## config.mk

```make
export PLATFORM = sky130hd
export DESIGN_NAME = uart_rx_fifo_writer
export DESIGN_NICKNAME = d
export VERILOG_FILES = /design/src/rtl/uart_rx_fifo_writer.sv
export SDC_FILE = /design/constraint.sdc
export NUM_CORES = 1
export LEC_CHECK = 0
export CORE_ASPECT_RATIO = 1.4
export CORE_MARGIN = 10
export CORE_UTILIZATION = 45
export CTS_BUF_LIST = sky130_fd_sc_hd__clkbuf_16
export CTS_CLUSTER_DIAMETER = 120
export DETAILED_ROUTE_END_ITERATION = 10
export PLACE_DENSITY = 0.71
export SLEW_MARGIN = 10
export SYNTH_ARGS = -nofsm -noshare
export SYNTH_HDL_FRONTEND = slang
export SYNTH_SLANG_ARGS = --single-unit
```

## constraint.sdc

```tcl
create_clock -name wr_clk -period 4.25 [get_ports wr_clk]
set_clock_uncertainty 0.05 [all_clocks]
set_input_delay 0.6375 -clock wr_clk [delete_from_list [all_inputs] [get_ports wr_clk]]
set_output_delay 0.6375 -clock wr_clk [all_outputs]
set_load 0.01 [all_outputs]
```

## src/rtl/uart_rx_fifo_writer.sv

```systemverilog
// ---------------------------------------------------------------------------
// uart_rx_fifo_writer
//
// Purpose:
//   Receives 8N1 serial bytes (LSB first, idle high) on an asynchronous line
//   and writes each good byte into a downstream FIFO with a single-cycle
//   strobe. Bytes arriving while the FIFO is full are dropped and counted.
//   Bytes whose stop bit samples low are dropped and flagged.
//
// Parameters:
//   CLKS_PER_BIT  wr_clk cycles per serial bit (4..65535)
//
// Ports:
//   wr_clk       in   write-side clock; the whole block runs in this domain
//   rst_n        in   asynchronous active-low reset
//   rx           in   asynchronous serial input, idle high
//   full         in   downstream FIFO full flag
//   wr_en        out  one-cycle write strobe to the FIFO
//   wr_data      out  received byte; valid with wr_en, held between strobes
//   frame_err    out  one-cycle pulse when the stop bit samples low
//   overrun      out  one-cycle pulse when a good byte is dropped (full=1)
//   overrun_cnt  out  saturating count of dropped bytes
// ---------------------------------------------------------------------------
module uart_rx_fifo_writer #(
    parameter int unsigned CLKS_PER_BIT = 16
) (
    input  logic       wr_clk,
    input  logic       rst_n,
    input  logic       rx,
    input  logic       full,
    output logic       wr_en,
    output logic [7:0] wr_data,
    output logic       frame_err,
    output logic       overrun,
    output logic [7:0] overrun_cnt
);

    // Bit timer wide enough to hold CLKS_PER_BIT-1, never narrower than 1.
    localparam int unsigned TW = (CLKS_PER_BIT > 2) ? $clog2(CLKS_PER_BIT) : 1;

    // Start bit is re-sampled half a bit after its falling edge so every
    // later sample lands near the middle of its bit.
    localparam logic [TW-1:0] HALF_LOAD = TW'(CLKS_PER_BIT / 2 - 1);
    localparam logic [TW-1:0] FULL_LOAD = TW'(CLKS_PER_BIT - 1);

    typedef enum logic [1:0] {
        S_IDLE  = 2'd0,
        S_START = 2'd1,
        S_DATA  = 2'd2,
        S_STOP  = 2'd3
    } state_t;

    // -----------------------------------------------------------------------
    // Registers
    // -----------------------------------------------------------------------
    logic          rx_meta_q;
    logic          rx_s_q;
    state_t        state_q,  state_d;
    logic [TW-1:0] timer_q,  timer_d;
    logic [2:0]    index_q,  index_d;
    logic [7:0]    shift_q,  shift_d;
    logic          armed_q,  armed_d;
    logic          wr_en_q,  wr_en_d;
    logic [7:0]    wr_data_q, wr_data_d;
    logic          frame_err_q, frame_err_d;
    logic          overrun_q, overrun_d;
    logic [7:0]    overrun_cnt_q, overrun_cnt_d;

    logic          tick;

    assign tick = (timer_q == '0);

    // -----------------------------------------------------------------------
    // Two-flop synchronizer. Both flops reset high so a reset never looks
    // like a start bit.
    // -----------------------------------------------------------------------
    always_ff @(posedge wr_clk or negedge rst_n) begin
        if (!rst_n) begin
            rx_meta_q <= 1'b1;
            rx_s_q    <= 1'b1;
        end else begin
            rx_meta_q <= rx;
            rx_s_q    <= rx_meta_q;
        end
    end

    // -----------------------------------------------------------------------
    // FSM process 1: state register
    // -----------------------------------------------------------------------
    always_ff @(posedge wr_clk or negedge rst_n) begin
        if (!rst_n) begin
            state_q <= S_IDLE;
        end else begin
            state_q <= state_d;
        end
    end

    // -----------------------------------------------------------------------
    // FSM process 2: next-state logic
    // A start is only accepted while armed, i.e. once the line has been seen
    // high since the previous start or framing error. This keeps a held-low
    // (break) line from retriggering frames.
    // -----------------------------------------------------------------------
    always_comb begin
        state_d = state_q;
        case (state_q)
            S_IDLE: begin
                if (!rx_s_q && armed_q) begin
                    state_d = S_START;
                end
            end
            S_START: begin
                if (tick) begin
                    state_d = rx_s_q ? S_IDLE : S_DATA;
                end
            end
            S_DATA: begin
                if (tick && (index_q == 3'd7)) begin
                    state_d = S_STOP;
                end
            end
            S_STOP: begin
                if (tick) begin
                    state_d = S_IDLE;
                end
            end
            default: state_d = S_IDLE;
        endcase
    end

    // -----------------------------------------------------------------------
    // FSM process 3: datapath and output next-state logic
    // -----------------------------------------------------------------------
    always_comb begin
        timer_d       = tick ? timer_q : (timer_q - TW'(1));
        index_d       = index_q;
        shift_d       = shift_q;
        armed_d       = armed_q | rx_s_q;
        wr_en_d       = 1'b0;
        wr_data_d     = wr_data_q;
        frame_err_d   = 1'b0;
        overrun_d     = 1'b0;
        overrun_cnt_d = overrun_cnt_q;

        case (state_q)
            S_IDLE: begin
                if (!rx_s_q && armed_q) begin
                    timer_d = HALF_LOAD;
                    armed_d = 1'b0;
                end
            end
            S_START: begin
                // A start bit that is high again at mid-bit was a glitch;
                // return to idle silently.
                if (tick && !rx_s_q) begin
                    timer_d = FULL_LOAD;
                    index_d = 3'd0;
                end
            end
            S_DATA: begin
                if (tick) begin
                    shift_d[index_q] = rx_s_q;
                    timer_d          = FULL_LOAD;
                    index_d          = index_q + 3'd1;
                end
            end
            S_STOP: begin
                if (tick) begin
                    if (rx_s_q) begin
                        if (full) begin
                            overrun_d = 1'b1;
                            if (overrun_cnt_q != 8'hFF) begin
                                overrun_cnt_d = overrun_cnt_q + 8'd1;
                            end
                        end else begin
                            wr_en_d   = 1'b1;
                            wr_data_d = shift_q;
                        end
                    end else begin
                        frame_err_d = 1'b1;
                        // Line is low after a bad stop: require it to go
                        // high before the next start is honoured.
                        armed_d     = 1'b0;
                    end
                end
            end
            default: ;
        endcase
    end

    // -----------------------------------------------------------------------
    // Datapath / output registers
    // -----------------------------------------------------------------------
    always_ff @(posedge wr_clk or negedge rst_n) begin
        if (!rst_n) begin
            timer_q       <= '0;
            index_q       <= 3'd0;
            shift_q       <= 8'h00;
            armed_q       <= 1'b0;
            wr_en_q       <= 1'b0;
            wr_data_q     <= 8'h00;
            frame_err_q   <= 1'b0;
            overrun_q     <= 1'b0;
            overrun_cnt_q <= 8'h00;
        end else begin
            timer_q       <= timer_d;
            index_q       <= index_d;
            shift_q       <= shift_d;
            armed_q       <= armed_d;
            wr_en_q       <= wr_en_d;
            wr_data_q     <= wr_data_d;
            frame_err_q   <= frame_err_d;
            overrun_q     <= overrun_d;
            overrun_cnt_q <= overrun_cnt_d;
        end
    end

    assign wr_en       = wr_en_q;
    assign wr_data     = wr_data_q;
    assign frame_err   = frame_err_q;
    assign overrun     = overrun_q;
    assign overrun_cnt = overrun_cnt_q;

endmodule

```

==> results by group, run 1 <==
Status
  – Run status: complete, no violations

Detailed routing
  – Vias: approximately 1400
  – Post-route DRC: 0
  – Post-Route WL: 3810 um
  – Routed Antenna Nets: 0
  – Drt initial violations: 23
  – WL per Instance: around 16 um
  – Drt pass-1 iters: 4
  – Vias per cell: 5.87

Final layout
  – Synth-to-Final Area Change: 23.1%
  – Nets: around 200
  – Multi-input gate area: 866 um^2
  – Sequential Area: 978 um^2
  – Layout cells sized above 1: 0.190
  – Antenna Cells: 0
  – Layout fillers: around 330

Timing
  – # setup viols final: 0
  – Final period util: 0.551
  – Final Hold Fails: 0
  – Measured slew at the worst slew-check pin: 0.835 ns
  – Post-route setup TNS: 0 ns
  – Slew headroom: 0.443
  – Final Critical Period: about 2.3 ns
  – Slew Limit Fails: 0
  – Maximum achievable frequency: roughly 430 MHz
  – RSZ-0062 raised after global routing: no

Floorplanning
  – Die Footprint: 0.00725 mm^2
  – Core ar.: 0.00402 mm^2
  – Chip width: 74.9 um
  – Die H: 96.8 um
  – Starting Density: 0.472
  – Row count: 27
  – IO Pins: 23

Logic synthesis
  – Yosys Warn Count: 0
  – Area share of the leading cell type in the synthesized netlist: 0.488
  – Biggest area consumer among synthesized cells: dfrtp_1
  – Sequential share of the synthesized area: 0.515
  – Syn nets: 177
  – Synthesized area per cell: 11.6 um^2
  – Syn Std Cell Area: 0.00190 mm^2
  – Dominant cells by area after synthesis: dfrtp_1 (49%), mux2_2 (8.9%), ha_1 (5.9%)
  – Cells after Synth: 164
  – Unique masters post-synth: 43
  – Register bit total from synthesis: 39

Worst setup path
  – Critical Path Fanout Max: 15
  – Worst path arrival time: 2.45 ns
  – Worst EP required: roughly 4.4 ns
  – RR Startpoint: timer_q[0]$_DFF_PN0_
  – WS Path Type: reg2reg
  – CP startpoint: timer_q[0]$_DFF_PN0_
  – Crit path launch type: flip-flop
  – Crit end category: flip-flop

Placement
  – Gpl congestion: 0.840
  – DP HPWL: 2810 um
  – PortBufs: 22

Pwr
  – Total power: around 1.4 mW
  – IR drop worst, VDD: around 410 uV
  – Leak: 1.06 nW
  – PwrDens: 583 mW/mm^2

Global route
  – Total track usage: 0.110
  – First-pass GRT wire length: 6470 um
  – Grt ovf: 0
  – Largest net degree at the start of global routing: 40
  – Initial antenna violation count: 0
  – Number of global-route vias before repair: roughly 1400

CTS
  – CTS hold repair buffers: 0
  – Clk root buf: clkbuf_16
  – CTS tree: yes
  – CTS H-tree depth: 2
  – Post-CTS setup buffer count: 0
  – CTS-repair resized insts: 0
  – Clock Pin Slew Worst Setup and Hold Paths: 0.05 ns
  – Skew-Pair Late Insertion Delay: 0.28 ns
  – Clock Path Buffers: 2
  – Clock sink count: 39
  – Clock buffers created by TritonCTS: 5

Min path
  – Min-delay src: rx_meta_q$_DFF_PN1_
  – Hold Crit Class: reg2reg

Job
  – MaxCap Viol Count: 0
==> layout by cell type (no fill, tap or decap), types with 2 or more instances in the layout <==
| cell type | instances |
|---|---|
| inv_1 | 9 |
| nand4_1 | 3 |
| nor3_1 | 3 |
| nand2_1 | 11 |
| nor4_1 | 3 |
| nor2b_1 | 4 |
| a21oi_1 | 5 |
| nor2_1 | 6 |
| dfrtp_1 | 37 |
| xor2_1 | 2 |
| clkbuf_16 | 5 |
| or3_1 | 3 |
| a32o_1 | 2 |
| nand3_1 | 5 |
| nor3_2 | 3 |
| a211oi_1 | 2 |
| ha_1 | 9 |
| a22oi_1 | 2 |
| o21ai_0 | 8 |
| clkdlybuf4s50_1 | 21 |
| bufinv_16 | 2 |
| mux2_2 | 15 |
| dfstp_2 | 2 |
| mux2_1 | 4 |
| o31ai_1 | 3 |
==> critical path, cell delays in order (launching register included) <==
cell	delay, ns
dfrtp_1	0.39
inv_1	0.07
ha_1	0.22
nor3b_4	0.38
inv_2	0.23
or2_4	0.33
a31oi_2	0.20
mux2_1	0.34
==> cells in the mapped netlist <==
| cell | count |
|---|---|
| or3_1 | 3 |
| a31oi_1 | 1 |
| or4b_2 | 1 |
| nor4_1 | 3 |
| nand2_1 | 11 |
| nor3b_4 | 1 |
| buf_2 | 1 |
| o21bai_1 | 1 |
| mux2_1 | 4 |
| o32ai_1 | 1 |
| dfrtp_1 | 37 |
| a211oi_1 | 2 |
| nand4_1 | 3 |
| xor2_1 | 2 |
| o22ai_1 | 1 |
| a31oi_2 | 1 |
| o22a_1 | 1 |
| and3_1 | 1 |
| mux2_2 | 15 |
| nand2b_1 | 1 |
| o31ai_1 | 3 |
| nor3_1 | 3 |
| a21oi_1 | 5 |
| or3_4 | 1 |
| nor2b_1 | 4 |
| a22oi_1 | 2 |
| clkbuf_1 | 4 |
| inv_1 | 8 |
| a32o_1 | 2 |
| nor3_4 | 1 |
| a21boi_0 | 1 |
| dfstp_2 | 2 |
| or2_4 | 1 |
| o21ai_0 | 8 |
| a21oi_2 | 1 |
| nor3_2 | 3 |
| a21o_1 | 1 |
| inv_2 | 1 |
| xnor2_1 | 1 |
| ha_1 | 9 |
| nand3_1 | 5 |
| nor2_1 | 6 |
| a22o_1 | 1 |
==> metal layers <==
layer / wire (um) / vias to the layer above / global-route usage
li1: - / 643 / -
met5: 0 / - / 0
met2: 2110 / 29 / 0.194
met4: 22 / 0 / 0.0465
met3: 204 / 2 / 0.0357
met1: 1470 / 688 / 0.112
==> logic make-up after synthesis <==
kind of cell               Yosys count  synth area share
adders and majority gates            9            0.0593
and+or+nand+nor                     48             0.154
muxes                               19             0.113
buffers and inverters               14            0.0283
DFF                                 39             0.515
xor gates and xnor gates             3            0.0138
AOI/OAI and AO/OA                   32             0.116
==> report_power, final <==
part           total (mW)  leakage [nW]  switching (mW)  internal (mW)
combinational       0.399         0.443           0.221          0.178
clock               0.468        0.0952           0.134          0.334
sequential          0.494         0.525          0.0630          0.431
==> through the flow <==
step           cells   util  hold slack (ns)  worst slack (ns)  cell area (um^2)
6_report         232  0.581            0.310              1.91              2340
5_1_grt          232  0.581            0.315              1.76              2340
4_1_cts          232  0.581            0.312              1.91              2340
3_5_place_dp     224  0.534            0.301              1.92              2150
3_3_place_gp     224  0.534            0.299              1.98              2150
2_1_floorplan    164      -            0.292              2.26              1900
==> worst paths after layout <==
check,to,slack [ns],cells past startpoint
min in group asynchronous,overrun_cnt[4]$_DFFE_PN0P_,0.41,1
setup / recovery,overrun_cnt[1]$_DFFE_PN0P_,1.91,7
setup reg to reg,overrun_cnt[1]$_DFFE_PN0P_,1.91,7
hold reg to reg,rx_s_q$_DFF_PN1_,0.31,0
hold / removal,rx_s_q$_DFF_PN1_,0.31,0
max in group asynchronous,state_q[0]$_DFFE_PN0P_,3.20,1
==> registers in the layout (all words and copies together), names as in the netlist, 3 cells and up, named ones only <==
register     count
index_q          3
shift_q          8
timer_q          4
overrun_cnt      8
wr_data          8
==> final cells by class <==
class,instances,area share
clock inverters,3,0.0273
inverters,9,0.0145
multi-input cells,111,0.371
repair buffers,22,0.0921
flip-flops and latches,39,0.419
clock buffers,5,0.0536
well taps,43,0.0230
(Power assumes the default switching activity.)
==> inputs of run 2 (changes only) <==
PLACE_DENSITY = 0.73   (was 0.71)
clock period = 1.93 ns   (was 4.25 ns; I/O delays follow)
==> run 2 against run 1 <==
The flow now finishes with violations (hold timing, setup timing). Critical path depth unchanged. Clock-buffer cell count unchanged. Combinational power rose to 2.8 times the previous value. Non-clock buffer count up 14. Clock power up 96%. Worst setup slack worse by 1.9 ns. Total power up 130%. Largest cell class unchanged. Core utilization up 3.5 points. Final cell count up 6.0%.
==> results by group, run 2 (synthesis gave the netlist of run 1 again) <==
Global route
  – M1 GR Usage: 0.125 (+0.0127)
  – Total track usage: 0.118 (+0.00760)
  – Initial antenna violation count: 0 (unchanged)
  – Met3 GRT Util: 0.0388 (+0.00306)
  – First-pass GRT wire length: 6810 um (+5.2%)
  – Busiest layer in global routing: met2
  – Met2 track demand over resource: 0.198 (+0.00461)
  – Grt ovf: 0 (unchanged)
  – Largest net degree at the start of global routing: 40 (unchanged)
  – Number of global-route vias before repair: 1469 (+2.4%)

Worst setup path
  – Worst path arrival time: 2.05 ns (-0.40 ns)
  – Critical Path Fanout Max: 6 (-9)
  – Crit path launch type: flip-flop
  – Worst EP required: 2.04 ns (-2.32 ns)
  – Crit end category: flip-flop
  – Reg-to-reg slack, setup: -0.007 ns (-1.92 ns)
  – WS Path Type: reg2reg

Final layout
  – Synth-to-Final Area Change: 30.5%
  – Final Cell Area: 0.00248 mm^2 (+6.0%)
  – Layout fillers: 321 (-3.9%)
  – Layout cells sized above 1: 0.281 (+0.0903)
  – Multi-input gate area: 906 um^2 (+4.6%)
  – Commonest cells after routing, fill and taps aside: dfrtp_1 (37), clkdlybuf4s50_1 (21), mux2_2 (15)
  – Sequential Area: 978 um^2 (unchanged)
  – Nets: 215 (+7.0%)
  – Post-layout util: 0.616 (+0.0349)
  – Commonest non-fill, non-tap cell in the layout: dfrtp_1
  – Antenna Cells: 0 (unchanged)

Placement
  – Gpl congestion: 0.817 (-2.7%)
  – DP HPWL: 2940 um (+4.5%)
  – PortBufs: 22 (unchanged)
  – DP Area: 0.00226 mm^2 (+5.3%)
  – Dpl ws: -0.0593 ns (-1.98 ns)

CTS
  – CTS H-tree depth: 2 (unchanged)
  – CTS hold repair buffers: 0 (unchanged)
  – Clock Path Buffers: 2 (unchanged)
  – Clock buffers created by TritonCTS: 5 (unchanged)
  – Clk root buf: clkbuf_16
  – Clock Pin Slew Worst Setup and Hold Paths: 0.06 ns (about the same)
  – Clock sink count: 39 (unchanged)
  – Skew-Pair Late Insertion Delay: 0.28 ns (about the same)
  – CTS tree: yes

Timing
  – Final Hold Fails: 3 (+3)
  – Slew headroom: 0.679 (+0.236)
  – WHS: -0.00372 ns (-0.314 ns)
  – Measured slew at the worst slew-check pin: 0.482 ns (-0.353 ns)
  – Slew Limit Fails: 0 (unchanged)
  – Final period util: 1.00 (+0.453)
  – Post-route setup TNS: -0.00694 ns (-0.00694 ns)
  – RSZ-0062 raised after global routing: yes
  – Maximum achievable frequency: 516 MHz (+21%)
  – Final Critical Period: 1.94 ns (-0.404 ns)
  – # setup viols final: 1 (+1)
  – Setup ws final: -0.00694 ns (-1.92 ns)

Detailed routing
  – Post-Route WL: 4030 um (+5.8%)
  – WL per Instance: 16.4 um (-0.22%)
  – Post-route DRC: 0 (unchanged)
  – Vias: 1417 (+4.0%)
  – Vias per cell: 5.76 (-1.9%)
  – Routed Antenna Nets: 0 (unchanged)
  – Drt initial violations: 98 (+330%)
  – Drt pass-1 iters: 4 (unchanged)

Floorplanning
  – IO Pins: 23 (unchanged)
  – Core ar.: 0.00402 mm^2 (unchanged)
  – Row count: 27 (unchanged)
  – Die H: 96.8 um (unchanged)
  – Chip width: 74.9 um (unchanged)
  – Die Footprint: 0.00725 mm^2 (unchanged)
  – Starting Density: 0.472 (unchanged)

Job
  – MaxCap Viol Count: 0 (unchanged)

Pwr
  – PwrDens: 1250 mW/mm^2 (+110%)
  – Total power: 3.10 mW (+130%)
  – IR drop worst, VDD: 816 uV (+100%)
  – Leak: 1.13 nW (+5.9%)

Status
  – Run status: complete, but fails checks
  – Failing checks: hold timing, setup timing

Min path
  – Hold Crit Class: in2async
## run 2: changes by cell type in the layout (fill, tap and decap cells not counted), sizes merged
cell and delta:
buf +14, bufinv -1, clkinv +2, inv -1
## run 2: path summary, 6_finish.rpt
path / start / to / cells after the start
hold / removal: rst_n / timer_q[0]$_DFF_PN0_ / 2
setup reg to reg: timer_q[1]$_DFF_PN0_ / flip-flop / 7
hold reg to reg: rx_meta_q$_DFF_PN1_ / rx_s_q$_DFF_PN1_ / 0
max in group asynchronous: rst_n / rx_s_q$_DFF_PN1_ / 2
setup / recovery: timer_q[1]$_DFF_PN0_ / flip-flop / 7
min in group wr_clk: rx_meta_q$_DFF_PN1_ / rx_s_q$_DFF_PN1_ / 0
## run 2: what timing repair did
action / CTS / global route
buffers inserted: 2 / 0
gates resized for setup: 3 / 5
setup endpoints to repair: 8 / 11
hold endpoints to repair: 0 / 0
## run 2: critical path: stages (launching register included)
cell	delay (ns)
dfrtp_1	0.39
inv_1	0.07
ha_2	0.17
nor3b_4	0.24
buf_4	0.19
o21bai_1	0.12
a211oi_2	0.21
mux2_2	0.36
## run 2: area by class of cell
class / count / area share
flip-flops and latches: 39 / 0.395
clock buffers: 5 / 0.0505
multi-input cells: 111 / 0.366
clock inverters: 3 / 0.0177
well taps: 43 / 0.0217
repair buffers: 36 / 0.134
inverters: 9 / 0.0147
## run 2: through the flow
| step | cells | hold WS (ns) |
|---|---|---|
| after floorplan | 164 | -0.0561 |
| after global placement | 236 | 0.297 |
| after detailed placement | 236 | 0.297 |
| after CTS | 246 | 0.0203 |
| after global routing | 246 | 0.0416 |
| final | 246 | -0.00372 |
## run 2: metal layers
| layer | part of all wire | vias to the layer above | wire [um] |
|---|---|---|---|
| li1 | - | 668 | - |
| met1 | 0.39 | 707 | 1560 |
| met2 | 0.54 | 32 | 2170 |
| met3 | 0.055 | 10 | 220 |
| met4 | 0.021 | 0 | 84 |
| met5 | 0 | - | 0 |
## run 2: power breakdown
part	total, mW	leakage [nW]	internal, mW	switching (mW)
Combinational	1.11	0.517	0.524	0.588
Clock	0.918	0.0838	0.608	0.309
Sequential	1.07	0.525	0.949	0.121
Total	3.10	1.13	2.08	1.02
